## config.mk

```make
export PLATFORM = sky130hd
export DESIGN_NAME = dcdc_pad_sequencer
export DESIGN_NICKNAME = d
export VERILOG_FILES = /design/src/rtl/dcdc_seq_pkg.sv /design/src/rtl/pfm_edge_counter.sv /design/src/rtl/dcdc_pad_sequencer.sv
export SDC_FILE = /design/constraint.sdc
export NUM_CORES = 1
export LEC_CHECK = 0
export BUFFER_PORTS_ARGS = -buffer_cell sky130_fd_sc_hd__buf_2
export CORE_MARGIN = 5
export CORE_UTILIZATION = 35
export CTS_CLUSTER_DIAMETER = 40
export DETAILED_ROUTE_END_ITERATION = 10
export PLACE_DENSITY = 0.63
export SETUP_SLACK_MARGIN = 0.2
export SYNTH_ARGS = -nofsm -noshare
export SYNTH_HDL_FRONTEND = slang
export SYNTH_SLANG_ARGS = --single-unit
```

## constraint.sdc

```tcl
create_clock -name clk_i -period 4.1 [get_ports clk_i]
set_clock_uncertainty 0.05 [all_clocks]
set_input_delay 0 -clock clk_i [delete_from_list [all_inputs] [get_ports clk_i]]
set_output_delay 0 -clock clk_i [all_outputs]
set_load 0.01 [all_outputs]
```

## src/rtl/dcdc_seq_pkg.sv

```systemverilog
`default_nettype none
// +----------------------------------------------------------------------+
// | Package     : dcdc_seq_pkg                                           |
// | Description : Shared types and constants for the DC-DC pad           |
// |               sequencer (FSM state encoding, SM pulse default).      |
// | Revision    : 1.0  initial release                                   |
// +----------------------------------------------------------------------+
package dcdc_seq_pkg;

   // Encodings are visible on state_o, so they are fixed explicitly.
   typedef enum logic [2:0] {
      ST_OFF       = 3'd0,
      ST_CONFIG    = 3'd1,
      ST_CLK_START = 3'd2,
      ST_ENABLE    = 3'd3,
      ST_RUN       = 3'd4,
      ST_SHUTDOWN  = 3'd5
   } state_e;

   localparam int SM_PULSE_DEFAULT = 4;

endpackage
`default_nettype wire

```

## src/rtl/pfm_edge_counter.sv

```systemverilog
`default_nettype none
// +----------------------------------------------------------------------+
// | Module      : pfm_edge_counter                                       |
// | Description : Counts rising edges of the asynchronous PFM_out pad    |
// |               signal over a programmable window of clk_i cycles and  |
// |               publishes the result with a one-cycle valid strobe.    |
// | Revision    : 1.0  initial release                                   |
// |                                                                      |
// | Ports       : clk_i      system clock                                |
// |               rst_i      synchronous active-high reset               |
// |               enable_i   measurement active (converter in RUN)       |
// |               window_i   window length in cycles (0 treated as 1)    |
// |               pfm_i      asynchronous PFM_out from the pad           |
// |               count_o    edge count of the last completed window     |
// |               valid_o    one-cycle strobe when count_o updates       |
// +----------------------------------------------------------------------+
module pfm_edge_counter #(
   parameter int WIN_W = 16,
   parameter int CNT_W = 16
) (
   input  logic             clk_i,
   input  logic             rst_i,
   input  logic             enable_i,
   input  logic [WIN_W-1:0] window_i,
   input  logic             pfm_i,
   output logic [CNT_W-1:0] count_o,
   output logic             valid_o
);

   localparam logic [CNT_W-1:0] CNT_MAX = {CNT_W{1'b1}};

   logic             sync_1;
   logic             sync_2;
   logic             sync_3;
   logic             pfm_rise;
   logic [WIN_W-1:0] win_cnt;
   logic [CNT_W-1:0] edge_cnt;
   logic [CNT_W-1:0] edge_cnt_inc;
   logic             win_last;

   // Synchronizer and edge-history flop run regardless of enable so the
   // first RUN cycle already sees a settled input.
   always_ff @(posedge clk_i) begin
      if (rst_i) begin
         sync_1 <= 1'b0;
         sync_2 <= 1'b0;
         sync_3 <= 1'b0;
      end else begin
         sync_1 <= pfm_i;
         sync_2 <= sync_1;
         sync_3 <= sync_2;
      end
   end

   assign pfm_rise = sync_2 & ~sync_3;

   // Saturating increment including an edge seen in the current cycle.
   assign edge_cnt_inc = (pfm_rise && (edge_cnt != CNT_MAX)) ? edge_cnt + CNT_W'(1) : edge_cnt;

   // A window of 0 or 1 closes every cycle.
   assign win_last = (window_i <= WIN_W'(1)) || (win_cnt == window_i - WIN_W'(1));

   always_ff @(posedge clk_i) begin
      if (rst_i) begin
         win_cnt  <= '0;
         edge_cnt <= '0;
         count_o  <= '0;
         valid_o  <= 1'b0;
      end else if (!enable_i) begin
         win_cnt  <= '0;
         edge_cnt <= '0;
         valid_o  <= 1'b0;
      end else if (win_last) begin
         win_cnt  <= '0;
         edge_cnt <= '0;
         count_o  <= edge_cnt_inc;
         valid_o  <= 1'b1;
      end else begin
         win_cnt  <= win_cnt + WIN_W'(1);
         edge_cnt <= edge_cnt_inc;
         valid_o  <= 1'b0;
      end
   end

endmodule
`default_nettype wire

```

## src/rtl/dcdc_pad_sequencer.sv

```systemverilog
`default_nettype none
// +----------------------------------------------------------------------+
// | Module      : dcdc_pad_sequencer                                     |
// | Description : Power-up/power-down sequencer for the on-die DC-DC     |
// |               converter test pads. Generates the external converter  |
// |               clock, SM step pulses and measures PFM pulse density.  |
// | Revision    : 1.0  initial release                                   |
// |                                                                      |
// | Ports       : clk_i, rst_i           clock, sync active-high reset   |
// |               start_i, stop_i        power-up / power-down requests  |
// |               clk_div_i .. pfm_window_i  configuration, latched on   |
// |                                      the OFF->CONFIG transition      |
// |               sm_step_i              request one SM_ext pulse        |
// |               pfm_i                  asynchronous PFM_out from pad   |
// |               dcdc_*_o               pad-side converter controls     |
// |               state_o, busy_o        FSM status                      |
// |               pfm_count_o/valid_o    PFM window result and strobe    |
// +----------------------------------------------------------------------+
module dcdc_pad_sequencer
   import dcdc_seq_pkg::*;
#(
   parameter int DIV_W    = 8,
   parameter int SETTLE_W = 16,
   parameter int WIN_W    = 16,
   parameter int CNT_W    = 16,
   parameter int SM_PULSE = SM_PULSE_DEFAULT
) (
   input  logic                clk_i,
   input  logic                rst_i,
   input  logic                start_i,
   input  logic                stop_i,
   input  logic [DIV_W-1:0]    clk_div_i,
   input  logic [SETTLE_W-1:0] settle_i,
   input  logic                ext_clk_sel_i,
   input  logic                ext_sm_sel_i,
   input  logic                mode_i,
   input  logic                sm_step_i,
   input  logic [WIN_W-1:0]    pfm_window_i,
   input  logic                pfm_i,
   output logic                dcdc_control_1_o,
   output logic                dcdc_control_2_o,
   output logic                dcdc_clk_ext_o,
   output logic                dcdc_sel_clk_o,
   output logic                dcdc_SM_ext_o,
   output logic                dcdc_sel_SM_o,
   output logic [2:0]          state_o,
   output logic                busy_o,
   output logic [CNT_W-1:0]    pfm_count_o,
   output logic                pfm_valid_o
);

   localparam int              SM_W    = $clog2(SM_PULSE + 1);
   localparam logic [SM_W-1:0] SM_LOAD = SM_W'(SM_PULSE);

   state_e              state;
   state_e              state_nxt;

   // Latched configuration
   logic [DIV_W-1:0]    div_q;
   logic [SETTLE_W-1:0] settle_q;
   logic                ext_clk_q;
   logic                ext_sm_q;
   logic                mode_q;
   logic [WIN_W-1:0]    window_q;

   logic [SETTLE_W-1:0] settle_cnt;
   logic                phase_done;
   logic                power_up;

   logic [DIV_W-1:0]    div_cnt;
   logic                clk_ext;
   logic                clk_run;

   logic [SM_W-1:0]     sm_cnt;

   assign phase_done = (settle_cnt == '0);
   assign power_up   = (state == ST_OFF) && (state_nxt == ST_CONFIG);

   // ------------------------------------------------------------------
   // FSM state register
   // ------------------------------------------------------------------
   always_ff @(posedge clk_i) begin
      if (rst_i) begin
         state <= ST_OFF;
      end else begin
         state <= state_nxt;
      end
   end

   // ------------------------------------------------------------------
   // Next state and state-decoded outputs. stop_i is checked before the
   // settle expiry so an abort always wins.
   // ------------------------------------------------------------------
   always_comb begin
      state_nxt        = state;
      dcdc_control_1_o = 1'b0;
      dcdc_control_2_o = 1'b0;
      dcdc_sel_clk_o   = 1'b0;
      dcdc_sel_SM_o    = 1'b0;
      busy_o           = 1'b0;

      case (state)
         ST_OFF: begin
            if (start_i && !stop_i) state_nxt = ST_CONFIG;
         end
         ST_CONFIG: begin
            if (stop_i)          state_nxt = ST_SHUTDOWN;
            else if (phase_done) state_nxt = ST_CLK_START;
         end
         ST_CLK_START: begin
            if (stop_i)          state_nxt = ST_SHUTDOWN;
            else if (phase_done) state_nxt = ST_ENABLE;
         end
         ST_ENABLE: begin
            if (stop_i)          state_nxt = ST_SHUTDOWN;
            else if (phase_done) state_nxt = ST_RUN;
         end
         ST_RUN: begin
            if (stop_i)          state_nxt = ST_SHUTDOWN;
         end
         ST_SHUTDOWN: begin
            if (phase_done)      state_nxt = ST_OFF;
         end
         default: begin
            state_nxt = ST_OFF;
         end
      endcase

      if (state != ST_OFF) begin
         busy_o           = 1'b1;
         dcdc_sel_clk_o   = ext_clk_q;
         dcdc_sel_SM_o    = ext_sm_q;
         dcdc_control_2_o = mode_q;
      end
      if ((state == ST_ENABLE) || (state == ST_RUN)) begin
         dcdc_control_1_o = 1'b1;
      end
   end

   assign state_o = state;

   // ------------------------------------------------------------------
   // Configuration latch: captured only when leaving OFF.
   // ------------------------------------------------------------------
   always_ff @(posedge clk_i) begin
      if (rst_i) begin
         div_q     <= '0;
         settle_q  <= '0;
         ext_clk_q <= 1'b0;
         ext_sm_q  <= 1'b0;
         mode_q    <= 1'b0;
         window_q  <= '0;
      end else if (power_up) begin
         div_q     <= clk_div_i;
         settle_q  <= settle_i;
         ext_clk_q <= ext_clk_sel_i;
         ext_sm_q  <= ext_sm_sel_i;
         mode_q    <= mode_i;
         window_q  <= pfm_window_i;
      end
   end

   // ------------------------------------------------------------------
   // Settle counter: reloaded on every phase change, phase ends when it
   // reads zero, so a load of N gives N+1 cycles. The CONFIG load uses
   // the input directly since the latch updates on the same edge.
   // ------------------------------------------------------------------
   always_ff @(posedge clk_i) begin
      if (rst_i) begin
         settle_cnt <= '0;
      end else if (power_up) begin
         settle_cnt <= settle_i;
      end else if (state_nxt != state) begin
         settle_cnt <= settle_q;
      end else if (!phase_done) begin
         settle_cnt <= settle_cnt - SETTLE_W'(1);
      end
   end

   // ------------------------------------------------------------------
   // External clock divider. clk_run marks that CLK_START was reached,
   // so an abort from CONFIG never starts the clock during SHUTDOWN.
   // ------------------------------------------------------------------
   always_ff @(posedge clk_i) begin
      if (rst_i) begin
         clk_ext <= 1'b0;
         div_cnt <= '0;
         clk_run <= 1'b0;
      end else if ((state_nxt == ST_OFF) || (state_nxt == ST_CONFIG)) begin
         clk_ext <= 1'b0;
         div_cnt <= '0;
         clk_run <= 1'b0;
      end else if ((state != ST_CLK_START) && (state_nxt == ST_CLK_START)) begin
         clk_ext <= 1'b0;
         div_cnt <= '0;
         clk_run <= 1'b1;
      end else if (clk_run && ext_clk_q) begin
         if (div_cnt == div_q) begin
            clk_ext <= ~clk_ext;
            div_cnt <= '0;
         end else begin
            div_cnt <= div_cnt + DIV_W'(1);
         end
      end
   end

   assign dcdc_clk_ext_o = clk_ext;

   // ------------------------------------------------------------------
   // SM_ext pulse generator: a non-zero count means the pulse is high.
   // ------------------------------------------------------------------
   always_ff @(posedge clk_i) begin
      if (rst_i) begin
         sm_cnt <= '0;
      end else if ((state != ST_RUN) || (state_nxt != ST_RUN)) begin
         sm_cnt <= '0;
      end else if (sm_cnt != '0) begin
         sm_cnt <= sm_cnt - SM_W'(1);
      end else if (sm_step_i && ext_sm_q) begin
         sm_cnt <= SM_LOAD;
      end
   end

   assign dcdc_SM_ext_o = (sm_cnt != '0);

   // ------------------------------------------------------------------
   // PFM density monitor
   // ------------------------------------------------------------------
   pfm_edge_counter #(
      .WIN_W (WIN_W),
      .CNT_W (CNT_W)
   ) u_pfm (
      .clk_i    (clk_i),
      .rst_i    (rst_i),
      .enable_i (state == ST_RUN),
      .window_i (window_q),
      .pfm_i    (pfm_i),
      .count_o  (pfm_count_o),
      .valid_o  (pfm_valid_o)
   );

endmodule
`default_nettype wire

```

## Word-level counts from Yosys, hierarchy flattened

Index checks and enable logic that the tools add are counted.

- $add $sub $neg: 6
- Magnitude comparators: 1
- Equal/unequal tests: 15
- Multiplexer cells: 23
- Bitwise operators: 4
- Reductions and logical operators: 24

Operators by type and width:

| kind | count |
|---|---|
| $mux W16 | 4 |
| $mux W3 | 11 |
| $add A16 B1 Y16 const B | 2 |
| $sub A16 B1 Y16 const B | 2 |
| $pmux W3 S6 | 1 |
| $eq A16 B16 Y1 | 1 |
| $le A16 B1 Y1 const B | 1 |
| $logic_not A16 Y1 | 1 |
| $ne A16 B16 Y1 const B | 1 |
| $eq A3 B2 Y1 const B | 3 |
| $add A8 B1 Y8 const B | 1 |
| $eq A8 B8 Y1 | 1 |
| $mux W8 | 1 |
| $eq A3 B1 Y1 const B | 2 |
| $eq A3 B3 Y1 const B | 2 |
| $logic_and A1 B1 Y1 | 6 |
| $logic_not A3 Y1 | 2 |
| $mux W1 | 6 |
| $ne A3 B3 Y1 const B | 2 |
| $reduce_bool A3 Y1 | 2 |
| $reduce_or A2 Y1 | 3 |
| $reduce_or A3 Y1 | 2 |
| $logic_or A1 B1 Y1 | 4 |
| $reduce_and A2 Y1 | 2 |
| other kinds (8) | 10 |

- Register bits after elaboration: 127
- Input bits: 49
- Output and inout bits: 27
- Logic and storage cells: 92

## Longest topological paths before layout

Gate-level depths: netlist (run 1).

- Word-level depth: 7
- Mapped depth: 12
- Mapped depth without buffers: 9

## By module

From an unflattened synthesis (run 1), not the netlist that was laid out.

- Cell total of the unflattened synthesis: 768
- Area total of the unflattened synthesis: 6496.2 um2

By module, submodules not included:

| module | times used | cells each | area each (um2) | seq. area each (um2) |
|---|---|---|---|---|
| dcdc_pad_sequencer | 1 | 419 | 3412.0 | 1501.4 |
| pfm_edge_counter | 1 | 349 | 3084.2 | 1041.0 |

## Worst setup path before layout (run 1)

Ideal clock, no wire load.

- Path type: reg2reg
- From: register window_q[3]
- To: register u_pfm.count_o[10]
- Library setup time: 0.157 ns
- Arrival time: 2.643 ns
- Data required time: 3.893 ns
- Setup slack: 1.250 ns
- Stages on the path, launching flop included: 12
- Path buffers: 4
- Period minus slack after synthesis: 2.850 ns
- Cells stage by stage: dfxtp_1 -> buf_6 -> or4_1 -> buf_2 -> or4_4 -> mux2_4 -> o2111a_1 -> a41o_1 -> buf_6 -> buf_6 -> a21oi_1 -> a311oi_2

- Longest elaborated chain between the ends: 4
- Elaborated cells between the ends (all ways): 5
- Those cells by class: add/sub: 1; order compare: 1; eq/ne: 1; reduce/logical: 2

Ends and longest elaborated chain:

| what | RTL line | text |
|---|---|---|
| start, declared | dcdc_pad_sequencer.sv:64 | `logic [WIN_W-1:0] window_q;` |
| start signal, assigned | dcdc_pad_sequencer.sv:159 | `window_q <= pfm_window_i;` |
| $sub A16 B1 Y16 | pfm_edge_counter.sv:61 | `assign win_last = (window_i <= WIN_W'(1)) \|\| (win_cnt == window_i - WIN_W'(1));` |
| $eq A16 B16 Y1 | pfm_edge_counter.sv:61 |  |
| $logic_or A1 B1 Y1 (*) | pfm_edge_counter.sv:61 |  |
| $reduce_and A2 Y1 (no source line) (*) | -- |  |
| end signal, assigned | pfm_edge_counter.sv:76 | `count_o <= edge_cnt_inc;` |
| end, declared | pfm_edge_counter.sv:26 | `output logic [CNT_W-1:0] count_o,` |

Mark *: on every way between the ends. The rest lies on a longest branch, timed or not.
A chain may end at the register's enable or synchronous reset.

## Worst setup path after layout (run 1)

- From: register window_q[9]
- To: register u_pfm.count_o[10]

Same word-level chain as after synthesis.

==> impl_results.md, run 1 <==
- Post-synth EDFFs: 0
- Hold EP: state_o[0]$_SDFF_PP0_
- Share of layout cells above drive strength 1: 15.99%
- Max Buffers Root-to-Sink: 2
- R2R cell count: 8
- Worst-Skew Late Latency: 420 ps
- Antenna viol nets, final: 0
- NumNets Final: 901
- WS Path Type: reg2reg
- Max transition margin: 42.55%
- WL final: 14950 um
- R2R Path Start: window_q[9]$_SDFFE_PP0P_
- Pin count of the biggest net entering global routing: 40
- Internal power: 2726 uW
- DR vias/cell: 4.934
- Sequential area share after synthesis: 41.78%
- Core Rows: 48
- Pre-CTS setup slack: 1099 ps
- TritonRoute pass-1 iters: 4
- Power Dens Cells: 501.0 nW/um^2
- Post CTS Setup Buffer Count: 0
- Most frequent cell after synthesis: nand2_1
- Post-CTS Hold Fix Bufs: 46
- Switching Fraction: 29.24%
- Buf+Inv Stages, Crit Path: 1
- Vias: 5339
- Antenna diode count: 0
- Initial antenna violation count: 0
- Max stage delay on crit path: 570 ps
- Yosys warns: 0
- Status: finished clean
- Drc violations: 0
- CP endpoint kind: flop
- Logic gate share of total power: 23.8%
- Synth cell count leaders: 128 x nand2_1, 127 x dfxtp_1, 80 x nor2_1
- Synth Area in XOR/XNOR: 11.08%
- Setup slack, reg-to-reg: 1060 ps
- Area grow syn2layout: 26.36%
- Reg2reg end: u_pfm.count_o[10]$_SDFFE_PP0P_
- Overflow after GRT: 0
- Distinct cells, synth: 55
- Top delay family on crit path: simple AND/OR/NAND/NOR gates
- Final setup violation count: 0
- CTS tree: done
- Post-layout minimum cycle time: 3042 ps
- Crit path cell chain: or4_1 -> nor3_1 -> a311oi_1 -> nor4_1 -> a41o_1 -> buf_4 -> a21oi_1 -> a311oi_2
- Synth area leaders: dfxtp_1 42%, nand2_1 7.9%, xor2_1 6.5%
- Vias in the first global route: 5188
- Post-CTS sizing: 0
- Primary FF master, synth: dfxtp_1
- Ports: 76
- Sum Neg Setup Slack: 0 ps
- Leak: 0.002953 uW
- Crit-path slowest cell: or4_1
- H-Tree Depth: 4
- Final period util: 74.20%
- Cell Area, Synth: 6085 um^2
- #FFs+latches synth: 127
- Post-synthesis mux area share: 1.419%
- Max Freq: 328.7 MHz
- Top cell type by total area after synthesis: dfxtp_1
- Unrepaired setup endpoints after global routing: false
- Post-synthesis simple-gate area fraction: 23.57%
- CTS buffer count: 17
- Syn avg cell area: 8.278 um^2
- Cell count after synthesis: 735
- Worst Tran Pin Value: 853.9 ps
- Hold crit path type: in2reg
- Die Width: 141.9 um
- Compound-Gate Fraction of Synth Area: 16.80%
- Max Cap Violations: 0
- Worst Path Max Fanout: 28
- Final GP Congestion: 0.9040
- Reg power frac: 37.5%
- DR iter-0 viols: 362
- Root buffer cell: clkbuf_16
- Sw Pwr: 1127 uW
- Die Footprint: 20120 um^2
- Largest family of logic cells by synthesized area: simple AND/OR/NAND/NOR gates
- Die Y: 141.9 um
- Clock-pin slew of the registers on the worst-case setup and hold paths: 50 ps
- Core area: 17180 um^2
- Wire length of the first global-routing pass: 25360 um
- Adder-cell share of the synthesized area: 1.439%
- Initial Utilization: 35.42%
- Final slew viol count: 0
- Worst Hold Path Cells: 5
- Top-area cell type share of the netlist area: 41.78%
- VDD IR max: 288.6 uV
- Synth async-reset ratio: 0%
- Fin. Hold Viols: 0
- IO Port Bufs: 75
- Arr. time, crit path: 3320 ps
- PnR worst setup slack: 1058 ps
- Hold wc startpoint: start_i
- Clock sink count: 127
- Fillers: 1701
- WP data required: 4370 ps
- Wire length per cell: 13.82 um
- Dpl hpwl: 10130 um
- Gr usage total: 15.46%
- Clk pwr share: 38.7%
- Syn_nets: 791
- Critical Path Start Type: flop
[sequential cells by signal (all words and copies together), names as in the netlist, 3 cells and up]
name / cells
settle_cnt: 16
settle_q: 16
u_pfm.count_o: 16
u_pfm.edge_cnt: 16
u_pfm.win_cnt: 16
window_q: 16
div_cnt: 8
div_q: 8
sm_cnt: 3
state_o: 3
[routing by layer]
layer,vias up,share of wire [%],GRT usage [%]
met1,2435,50,20.10
met3,25,3.8,3.910
met5,-,0,0
met4,0,2.4,6.061
met2,98,44,24.64
li1,2781,-,-
[power groups by stage]
stage | logic (uW) | registers [uW] | clock network, uW
6_report | 917 | 1440 | 1490
5_1_grt | 1030 | 1460 | 1590
4_1_cts | 925 | 1440 | 1520
3_5_place_dp | 881 | 1470 | 0
3_3_place_gp | 878 | 1460 | 0
2_1_floorplan | 715 | 1440 | 0
[how the worst max path moves through the flow]
stage | from | to | slack [ps] | cells after the start
final | window_q[9]$_SDFFE_PP0P_ | u_pfm.count_o[10]$_SDFFE_PP0P_ | 1060 | 8
after global placement | window_q[2]$_SDFFE_PP0P_ | u_pfm.count_o[5]$_SDFFE_PP0P_ | 1150 | 8
after detailed placement | window_q[0]$_SDFFE_PP0P_ | u_pfm.count_o[10]$_SDFFE_PP0P_ | 1100 | 10
after floorplan | window_q[3]$_SDFFE_PP0P_ | u_pfm.count_o[10]$_SDFFE_PP0P_ | 1250 | 11
after CTS | window_q[0]$_SDFFE_PP0P_ | u_pfm.count_o[2]$_SDFFE_PP0P_ | 1050 | 10
after global routing | window_q[1]$_SDFFE_PP0P_ | u_pfm.count_o[10]$_SDFFE_PP0P_ | 790 | 10
[kinds of logic (layout without fill, tap and decap cells)]
kind of cell,after synthesis,count (layout)
AOI/OAI and AO/OA,148,148
xor gates and xnor gates,77,77
adders and majority gates,7,7
buffers and inverters,54,176
DFF,127,127
muxes,8,8
and+or+nand+nor,314,314
[stage by stage]
step | instance area [um^2] | total power [uW] | instances | utilization (%) | hold WS (ps)
final | 7689 | 3852 | 1082 | 44.76 | 58.28
after global routing | 7689 | 4077 | 1082 | 44.76 | 106.3
after CTS | 7689 | 3889 | 1082 | 44.76 | 41.44
after detailed placement | 6641 | 2347 | 1005 | 38.67 | 179.6
after global placement | 6641 | 2342 | 1005 | 38.67 | 169.2
after floorplan | 6085 | 2157 | 735 | - | 78.18
[layout make-up]
type	instances	area, um^2	area share, %
multi-input cells	554	3307	43.01
flip-flops and latches	127	2542	33.07
repair buffers	133	925.9	12.04
clock buffers	26	509.2	6.623
well taps	225	281.5	3.662
clock inverters	5	77.57	1.009
inverters	12	45.04	0.5858
[worst reg2reg max path: cells and delay by family, from the launching register on]
family | cells | cell delay, ps
buffers and inverters | 1 | 340
AND/OR/NAND/NOR | 3 | 1380
flip-flops | 1 | 370
AO/OA/AOI/OAI | 4 | 810
[cell usage in the layout (no fill, tap or decap), types with 8 or more instances in the layout]
master	count
nand2_1	128
dfxtp_1	127
nor2_1	79
buf_2	75
a21oi_1	73
dlygate4sd3_1	46
xor2_1	45
xnor2_1	32
clkbuf_16	17
nand3_1	16
o21ai_0	15
nor3_1	15
a311oi_2	14
inv_1	12
nand4_1	12
buf_4	12
nor2b_1	10
nor4_1	10
and3_1	9
a31oi_1	8
(Power assumes the default switching activity.)
==> inputs of run 2 (changes only) <==
==> constraint.sdc (replaced) <==
create_clock -name clk_i -period 2.85 [get_ports clk_i]
set_clock_uncertainty 0.05 [all_clocks]
set_input_delay 0 -clock clk_i [delete_from_list [all_inputs] [get_ports clk_i]]
set_output_delay 0 -clock clk_i [all_outputs]
set_load 0.01 [all_outputs]
==> run 2 against run 1 <==
Largest power group unchanged. Non-clock buffer count up 32. Wire length up 4.6%. Die area unchanged. Highest routed layer unchanged. Clock-buffer cell count down 7. Critical path depth down 1. Register-to-register slack worse by 970 ps.
==> impl_results.md, run 2 (same netlist as run 1, synthesis figures left out) <==
- Initial antenna violation count: 0
- Die Footprint: 20120 um^2
- Worst Path Max Fanout: 14
- Root buffer cell: clkbuf_16
- Drc violations: 0
- Share of layout cells above drive strength 1: 24.72%
- Crit path cell chain: or4_4 -> or4_4 -> mux2_4 -> o2111a_2 -> a41o_4 -> buf_16 -> a311oi_2
- WL final: 15640 um
- Antenna viol nets, final: 0
- Top delay family on crit path: simple AND/OR/NAND/NOR gates
- Critical Path Start Type: flop
- Max stage delay on crit path: 570 ps
- DR vias/cell: 4.963
- WS Path Type: reg2reg
- Vias: 5534
- Clock sink count: 127
- Worst Tran Pin Value: 726.0 ps
- Wire length of the first global-routing pass: 26130 um
- Vias in the first global route: 5428
- Leak: 0.003187 uW
- Final GP Congestion: 0.7811
- Max Freq: 362.0 MHz
- Die Width: 141.9 um
- Final setup violation count: 0
- Final slew viol count: 0
- Dpl hpwl: 10580 um
- Max Buffers Root-to-Sink: 2
- Initial Utilization: 35.42%
- CP endpoint kind: flop
- Worst path most repeated cell: or4_4
- Final period util: 96.93%
- Post-layout util: 48.43%
- IO Port Bufs: 75
- NumNets Final: 933
- Fillers: 1645
- TritonRoute pass-1 iters: 4
- Clock-pin slew of the registers on the worst-case setup and hold paths: 60 ps
- CTS tree: done
- Post-layout minimum cycle time: 2763 ps
- Crit-path slowest cell: or4_4
- Buf+Inv Stages, Crit Path: 1
- Core area: 17180 um^2
- CTS buffer count: 17
- Power Dens Cells: 714.3 nW/um^2
- Wire length per cell: 14.03 um
- DR iter-0 viols: 308
- Worst-Skew Late Latency: 420 ps
- Antenna diode count: 0
- WP data required: 3120 ps
- Hold crit path type: in2reg
- Overflow after GRT: 0
- Area grow syn2layout: 36.73%
- Die Y: 141.9 um
- Ports: 76
- H-Tree Depth: 4
- VDD IR max: 400.1 uV
- Arr. time, crit path: 3040 ps
- Max Cap Violations: 0
- Pin count of the biggest net entering global routing: 34
- Unrepaired setup endpoints after global routing: true
- Max transition margin: 51.60%
- Most common cell after layout, fill and taps aside: nand2_1
- Fin. Hold Viols: 0
- Min Hold Slack: 36.02 ps
- Core Rows: 48
- Most frequent cells in the layout: 127 x nand2_1, 125 x dfxtp_1, 75 x buf_2
- Gr usage total: 15.83%
- Status: finished clean
[run 2: cell types whose count changed in the layout (fill, tap and decap cells not counted), sizes merged]
cell and change:
clkinvlp +2, clkinv +3, buf +31, bufinv +2
inv +1, clkbuf -6
[run 2: routing by layer]
layer	global-route usage, %	part of all wire (%)	up-vias
li1	-	-	2844
met1	20.31	48	2595
met2	26.01	48	82
met3	4.213	3.4	13
met4	4.949	0.98	0
met5	0	0	-
[run 2: repair_timing]
action                     in CTS  in global routing
cloned                          4                  1
setup buffers                   2                  1
pin swaps                      32                 14
hold buffers                   46                  0
hold endpoints to repair       62                  0
setup endpoints to repair      47                 73
gates resized for setup        24                 50
[run 2: stage by stage]
step                      instances  instance area, um^2  TNS [ps]  setup WS, ps  power [uW]
final                          1115                 8319         0         87.40        5942
after detailed placement       1029                 6858    -5.925        -5.925        3462
after global routing           1115                 8319         0         36.86        6264
after CTS                      1113                 8083         0         47.29        5886
after floorplan                 735                 6112         0         101.4        3116
after global placement         1029                 6858         0         42.34        3455
[run 2: power breakdown]
part	internal [uW]	total [uW]	switching [uW]
registers	1930	2070	135
clock network	1470	2280	815
logic	760	1600	836
[run 2: worst paths after layout]
path	startpoint	end	slack, ps	depth (start not counted)
min reg2reg	u_pfm.sync_1$_SDFF_PP0_	u_pfm.sync_2$_SDFF_PP0_	390	1
min	rst_i	settle_cnt[7]$_SDFFE_PP0P_	40	2
max reg2reg	window_q[4]$_SDFFE_PP0P_	u_pfm.count_o[7]$_SDFFE_PP0P_	90	7
max	window_q[4]$_SDFFE_PP0P_	u_pfm.count_o[7]$_SDFFE_PP0P_	90	7
[run 2: cell type report]
class	count	area, um^2	area share [%]
Clock buffer	19	432.9	5.204
Multi-Input combinational cell	554	3577	43.00
Timing Repair Buffer	165	1250	15.02
Tap cell	225	281.5	3.384
Clock inverter	13	187.7	2.256
Inverter	12	45.04	0.5414
Sequential cell	127	2545	30.59
